--- src/rtl/mem_port_arbiter.sv ---
// Arbitrates one single-ported memory between fetch and data requesters, one transaction in flight.
// Flushed fetches are withdrawn before grant or have their response silently dropped.
module mem_port_arbiter #(
    parameter int ADDR_W      = 64,
    parameter int DATA_W      = 64,
    parameter int MAX_DSTREAK = 3
) (
    input  logic                clk,
    input  logic                rst,
    input  logic                IReqF,
    input  logic [ADDR_W-1:0]   IAddrF,
    input  logic                FlushF,
    output logic                IReadyF,
    output logic [DATA_W-1:0]   IRdataF,
    input  logic                DReqM,
    input  logic                DWeM,
    input  logic [ADDR_W-1:0]   DAddrM,
    input  logic [DATA_W-1:0]   DWdataM,
    input  logic [DATA_W/8-1:0] DStrbM,
    output logic                DReadyM,
    output logic [DATA_W-1:0]   DRdataM,
    output logic                StallIF,
    output logic                StallMem,
    output logic                mem_req,
    output logic                mem_we,
    output logic [ADDR_W-1:0]   mem_addr,
    output logic [DATA_W-1:0]   mem_wdata,
    output logic [DATA_W/8-1:0] mem_strb,
    input  logic                mem_gnt,
    input  logic                mem_rvalid,
    input  logic [DATA_W-1:0]   mem_rdata
);

    // state | meaning
    // IDLE  | no transaction; arbitrate incoming requests
    // ISSUE | mem_req high with latched payload until mem_gnt
    // WAIT  | granted; waiting for mem_rvalid
    // DONE  | one-cycle ready pulse to the owning requester
    typedef enum logic [1:0] {IDLE, ISSUE, WAIT, DONE} state_t;

    localparam int STRB_W = DATA_W / 8;
    localparam int SW     = $clog2(MAX_DSTREAK + 1);
    localparam logic [SW-1:0] DS_MAX = SW'(MAX_DSTREAK);

    state_t              state_q;
    logic                owner_data_q;
    logic                drop_q;
    logic                we_q;
    logic [ADDR_W-1:0]   addr_q;
    logic [DATA_W-1:0]   wdata_q;
    logic [STRB_W-1:0]   strb_q;
    logic [SW-1:0]       dstreak_q;
    logic [SW-1:0]       dstreak_d;
    logic                grant_data_d;
    logic [DATA_W-1:0]   irdata_q;
    logic [DATA_W-1:0]   drdata_q;
    logic                flush_own;

    // Data wins by default; fetch wins once data has been favoured MAX_DSTREAK times in a row.
    always_comb begin
        grant_data_d = DReqM && !(IReqF && dstreak_q == DS_MAX);
        dstreak_d    = dstreak_q;
        if (grant_data_d) begin
            if (IReqF && dstreak_q != DS_MAX) begin
                dstreak_d = dstreak_q + 1'b1;
            end
        end else if (IReqF) begin
            dstreak_d = '0;
        end
    end

    assign flush_own = FlushF && !owner_data_q;

    always_ff @(posedge clk) begin
        if (rst) begin
            state_q      <= IDLE;
            owner_data_q <= 1'b0;
            drop_q       <= 1'b0;
            we_q         <= 1'b0;
            addr_q       <= '0;
            wdata_q      <= '0;
            strb_q       <= '0;
            dstreak_q    <= '0;
            irdata_q     <= '0;
            drdata_q     <= '0;
        end else begin
            unique case (state_q)
                IDLE: begin
                    if (DReqM || IReqF) begin
                        owner_data_q <= grant_data_d;
                        we_q         <= grant_data_d && DWeM;
                        addr_q       <= grant_data_d ? DAddrM : IAddrF;
                        wdata_q      <= grant_data_d ? DWdataM : '0;
                        strb_q       <= grant_data_d ? DStrbM : '0;
                        dstreak_q    <= dstreak_d;
                        drop_q       <= 1'b0;
                        state_q      <= ISSUE;
                    end
                end
                ISSUE: begin
                    // A grant in the same cycle as the flush commits the access; drop its response instead.
                    if (mem_gnt) begin
                        drop_q  <= flush_own;
                        state_q <= WAIT;
                    end else if (flush_own) begin
                        state_q <= IDLE;
                    end
                end
                WAIT: begin
                    if (mem_rvalid) begin
                        drop_q <= 1'b0;
                        if (drop_q || flush_own) begin
                            state_q <= IDLE;
                        end else begin
                            if (!we_q) begin
                                if (owner_data_q) drdata_q <= mem_rdata;
                                else              irdata_q <= mem_rdata;
                            end
                            state_q <= DONE;
                        end
                    end else if (flush_own) begin
                        drop_q <= 1'b1;
                    end
                end
                DONE: begin
                    drop_q  <= 1'b0;
                    state_q <= IDLE;
                end
                default: state_q <= IDLE;
            endcase
        end
    end

    assign mem_req   = (state_q == ISSUE);
    assign mem_we    = we_q;
    assign mem_addr  = addr_q;
    assign mem_wdata = wdata_q;
    assign mem_strb  = strb_q;

    assign IReadyF  = (state_q == DONE) && !owner_data_q && !drop_q;
    assign DReadyM  = (state_q == DONE) && owner_data_q;
    assign IRdataF  = irdata_q;
    assign DRdataM  = drdata_q;
    assign StallIF  = IReqF && !IReadyF;
    assign StallMem = DReqM && !DReadyM;

endmodule

--- config.mk ---
export PLATFORM = sky130hd
export DESIGN_NAME = mem_port_arbiter
export DESIGN_NICKNAME = d
export VERILOG_FILES = /design/src/rtl/mem_port_arbiter.sv
export SDC_FILE = /design/constraint.sdc
export NUM_CORES = 1
export LEC_CHECK = 0
export CAP_MARGIN = 40
export CORE_AREA = 3 3 211 213
export CTS_BUF_LIST = sky130_fd_sc_hd__clkbuf_4 sky130_fd_sc_hd__clkbuf_8
export CTS_CLUSTER_DIAMETER = 60
export CTS_CLUSTER_SIZE = 40
export DETAILED_ROUTE_END_ITERATION = 7
export DIE_AREA = 0 0 214 216
export GPL_ROUTABILITY_DRIVEN = 0
export MAX_ROUTING_LAYER = met4
export PLACE_DENSITY = 0.62
export SETUP_SLACK_MARGIN = 0.1
export SYNTH_ARGS = -nofsm -noshare
export SYNTH_HDL_FRONTEND = slang
export SYNTH_SLANG_ARGS = --single-unit
--- constraint.sdc ---
create_clock -name clk -period 2.2 [get_ports clk]
set_clock_uncertainty 0.15 [all_clocks]
set_input_delay 0.55 -clock clk [delete_from_list [all_inputs] [get_ports clk]]
set_output_delay 0.55 -clock clk [all_outputs]
set_load 0.02 [all_outputs]
Word level (Yosys, flattened, before mapping)

Index checks and enable logic that the tools add are counted.

Flip-flop bits (word level): 271
Input bits: 272
Output and inout bits: 270
Word-level logic and storage cells: 67

Add/subtract/negate cells: 1
Eq/ne operators: 11
Muxes and demuxes: 17
Bitwise gates (word level): 3
Reductions and logical operators: 25

Operators with widths:

| kind                                                | count |
|---|---|
| 2-to-1 mux 64 bit                                   | 2 |
| 2-to-1 mux 2 bit                                    | 8 |
| logical AND 1 bit                                   | 10 |
| AND reduction 5 bit                                 | 2 |
| 2-to-1 mux 8 bit                                    | 1 |
| case mux 2 bit (4 select lines)                     | 1 |
| equality test 2 bit, second input constant          | 3 |
| != test 2 bit, second input constant                | 3 |
| AND reduction 3 bit                                 | 2 |
| zero test 1 bit                                     | 5 |
| 2-to-1 mux 1 bit                                    | 4 |
| != test 2 x 1 -> 1 bit, second input constant       | 2 |
| case mux 1 bit (4 select lines)                     | 1 |
| AND reduction 4 bit                                 | 1 |
| != test 3 x 1 -> 1 bit, second input constant       | 1 |
| != test 3 bit, second input constant                | 1 |
| NOT 1 bit                                           | 3 |
| adder 2 x 1 -> 2 bit, second input constant         | 1 |
| equality test 2 x 1 -> 1 bit, second input constant | 1 |
| zero test 2 bit                                     | 1 |
| logical OR 1 bit                                    | 2 |
| AND reduction 2 bit                                 | 1 |
| nonzero test 2 bit                                  | 1 |

Logic depth before layout (Yosys ltp)

Gate-level depths: netlist of the first run.

Depth after elaboration: 6
Gate-level depth with buffers: 8
Depth with buffers taken out: 5

Least setup slack after synthesis of the first run

No wires, ideal clock.

Path kind: reg-to-output
From: register state_q[1]
To: output port StallIF
Data arrival time: 1.340 ns
Required time: 1.500 ns
Setup slack: 0.160 ns
Cell stages (with the launch flop): 4
Path buffers: 0
Path through: dfxtp_1 ha_1 nor3b_1 nor2b_1

Cells in the longest elaborated chain, start to end: 5

Ends and longest elaborated chain:

| element                        | line | text |
|---|---|---|
| start, declared                | 45   | `state_t state_q;` |
| start signal, assigned         | 76   | `state_q <= IDLE;` |
| start signal, assigned         | 97   | `state_q <= ISSUE;` |
| start signal, assigned         | 104  | `state_q <= WAIT;` |
| equality test 2 bit            | 140  | `assign IReadyF = (state_q == DONE) && !owner_data_q && !drop_q;` |
| logical AND 1 bit (2 in a row) | 140  |  |
| net IReadyF                    | 13   | `output logic IReadyF,` |
| zero test 1 bit                | 144  | `assign StallIF = IReqF && !IReadyF;` |
| logical AND 1 bit              | 144  |  |
| end, declared                  | 22   | `output logic StallIF,` |

The timed path passes the listed nets, and every way through them passes these cells.

Worst setup path in the final report of the first run

From: register state_q[1]
To: output port StallIF

Cells in the longest elaborated chain, start to end: 5

Ends and longest elaborated chain:

| element                        | line |
|---|---|
| equality test 2 bit            | 140 |
| logical AND 1 bit (2 in a row) | 140 |
| zero test 1 bit                | 144 |
| logical AND 1 bit              | 144 |

No other way between the ends.

==> results of run 1 <==
## placed cells by master (no fill, tap or decap), drive strengths merged, types with 8 or more instances in the layout
cell / n
a211oi: 65
a21oi: 130
a32oi: 73
buf: 89
clkbuf: 32
clkdlybuf4s15: 27
clkdlybuf4s50: 270
clkinv: 10
dfxtp: 271
dlygate4sd2: 236
inv: 8
mux2i: 65
nand3: 128
nor2: 140
o21ai: 130
## area by class of cell
class	instances	area, sq um	area share
clock buffer	29	386.6	0.02210
inverter	5	27.53	0.001573
timing repair buffer	625	6088	0.3480
sequential	271	5429	0.3103
multi-input combinational	766	4639	0.2652
antenna	1	2.502	0.0001430
tap	585	732.0	0.04184
clock inverter	19	188.9	0.01080
## sequential cells by signal (all words and copies together), names as in the netlist, 2 cells and up
signal	cells
IRdataF	64
DRdataM	64
mem_strb	8
state_q	2
dstreak_q	2
mem_addr	64
mem_wdata	64
## report_power, final
group / internal (mW) / total [mW] / leakage, nW / switching [mW]
combinational: 1.24 / 2.74 / 4.82 / 1.50
sequential: 5.19 / 5.34 / 2.21 / 0.152
clock: 1.31 / 3.36 / 0.276 / 2.04
total: 7.74 / 11.4 / 7.31 / 3.70
## cell families after synthesis
family                   after synthesis  share of synthesized area
AO/OA/AOI/OAI                        406                     0.2361
adder cells (fa/ha/maj)                6                   0.007100
buffers and inverters                137                    0.05858
flip-flops                           271                     0.5131
multiplexers                          65                    0.06154
AND/OR/NAND/NOR                      289                     0.1236
## what timing repair did
item,CTS,global route
buffers inserted,1,5
gates resized for setup,322,24
pin swaps,2,2
endpoints found under the setup margin,270,62
## metal layers
layer / GRT usage / up-vias / routed length [microns]
met5: - / - / 0
met1: 0.2058 / 5179 / 17040
met4: 0.04823 / 0 / 1013
met3: 0.04689 / 60 / 3464
li1: - / 5326 / -
met2: 0.3045 / 458 / 20790
## worst max-delay path by stage
stage	end	slack, ns	from	cells past startpoint
after floorplan	StallIF	0.16	state_q[1]$_SDFFE_PP0P_	3
after global placement	StallMem	-0.39	DReqM	3
after detailed placement	StallMem	-0.38	DReqM	3
after CTS	StallIF	-0.22	state_q[1]$_SDFFE_PP0P_	5
after global routing	StallIF	-0.26	state_q[1]$_SDFFE_PP0P_	5
final	StallIF	-0.16	state_q[1]$_SDFFE_PP0P_	5
## stage by stage
step	setup TNS (ns)	total power [mW]	instance area (sq um)
after floorplan	0	6.753	10570
after global placement	-31.61	8.332	17090
after detailed placement	-37.50	8.362	17090
after CTS	-0.5817	11.60	17420
after global routing	-0.8808	12.02	17490
final	-0.4993	11.44	17490
## critical path: stages, from the launching register on
cell and delay [ns]:
dfxtp_2 0.38, ha_4 0.14, nor3b_4 0.22, buf_4 0.14, nor2b_1 0.03, buf_4 0.16
==> flow_summary.toml, run 1 <==
[outcome]
status = "complete, but fails checks"
violations = "negative setup slack"

[detailed_routing]
drc_errors = 0
drt_wl_total_microns = 42310
avgRoutedWirePerCell_microns = 18.39
first_pass_iters = 5
routed_via_density = 4.791
ant_nets = 0
num_vias = 11020
drtIter0Drc = 884

[timing]
fin_crit_sh = 1.072
max-slew-margin-rel = 0.6729
fin_crit_ns = 2.357
setup_viol = 4
drv_slew = 0
finalHoldViolations = 0
layout_setup_ws_ns = -0.1574
fin_hold_ws_ns = 0.2125
rsz0062_at_grt = "true"
fmax_ghz = 0.4242
worst_pin_slew_ns = 0.4907

[placement]
post-place-ws_ns = -0.3832
dpl.cell_count = 2246
numPortBuffers = 541
dp_hpwl_microns = 31220

[final_layout]
drive_gt1_frac = 0.09621
fillers = 4311
fin_util = 0.4079
stdcell_count = 2301
nets = 1973
syn_to_final_growth_pct = 65.47

[pwr]
ir_drop_v = 0.0004616
cellPowerDensity_mw_per_mm2 = 654.0
leakagePower_nw = 7.308

[clock_network]
cts_root_buffer = "clkbuf_8"
htree_levels = 1
cts.sinks = 271
cts_tree = "done"
cts_buffers = 26
insertion_delay_ns = 0.58
clk_path_buf_depth = 3
clk_pin_slew_worst_paths_ns = 0.11
hold_buffers = 0

[setup_path]
critPathRequiredTime_ns = 1.50
r2r_slack_ns = 0.14
crit_fanout = 2
r2r-start = "state_q[1]$_SDFFE_PP0P_"
cp-start-kind = "register"
crit_path_end_kind = "output pin"
rr_worst_depth = 9
r2r_end = "state_q[0]$_SDFFE_PP0P_"
cp.arrival_ns = 1.66
path_class = "register to output pin"

[worst_hold_path]
hp-class = "input pin to register"
worstHoldEndpoint = "IRdataF[22]$_SDFFE_PP0P_"
hold_depth = 2
hold_start = "rst"

[yosys]
synth_edf_count = 0
avgSynthCellArea_sq_um = 9.006
ys.flop_type = "dfxtp_1"
synth_commonest_cells = "271 x dfxtp_1, 140 x nor2_1, 130 x a21oi_1"
synth_most_common_cell = "dfxtp_1"
synth.cell_area_sq_mm = 0.01057
synth_top_area_share = 0.5131
synth.yosys.seq_area_share = 0.5131
synth.yosys.warnings = 0
async_reset_ff_frac = 0
synth_nets = 1452
synthTopCellsByArea = "dfxtp_1 51%, a21oi_1 6.2%, mux2i_1 6.2%"
synth_cell_types = 37
yosysTopAreaCell = "dfxtp_1"
synth_seq_cells = 271
synthCells = 1174

[global_routing]
grt_overflow = 0
grt_pass1_wl_microns = 64410
grt_pass1_vias = 11070
antenna_found_initial = 2
grtUsageTotal = 0.1775
grt_max_degree = 86

[floorplan]
die_area_sq_mm = 0.04622
die_w_microns = 214
ios = 542
core_sq_mm = 0.04289
rows = 76
start_util = 0.2465
die_h_microns = 216

[job]
drv_cap = 0
(Power assumes the default switching activity.)
==> inputs of run 2 (changes only) <==
CAP_MARGIN = not set   (was 40)
==> results of run 2 <==
No change in the layout: final DEF, timing and power equal those of run 1.
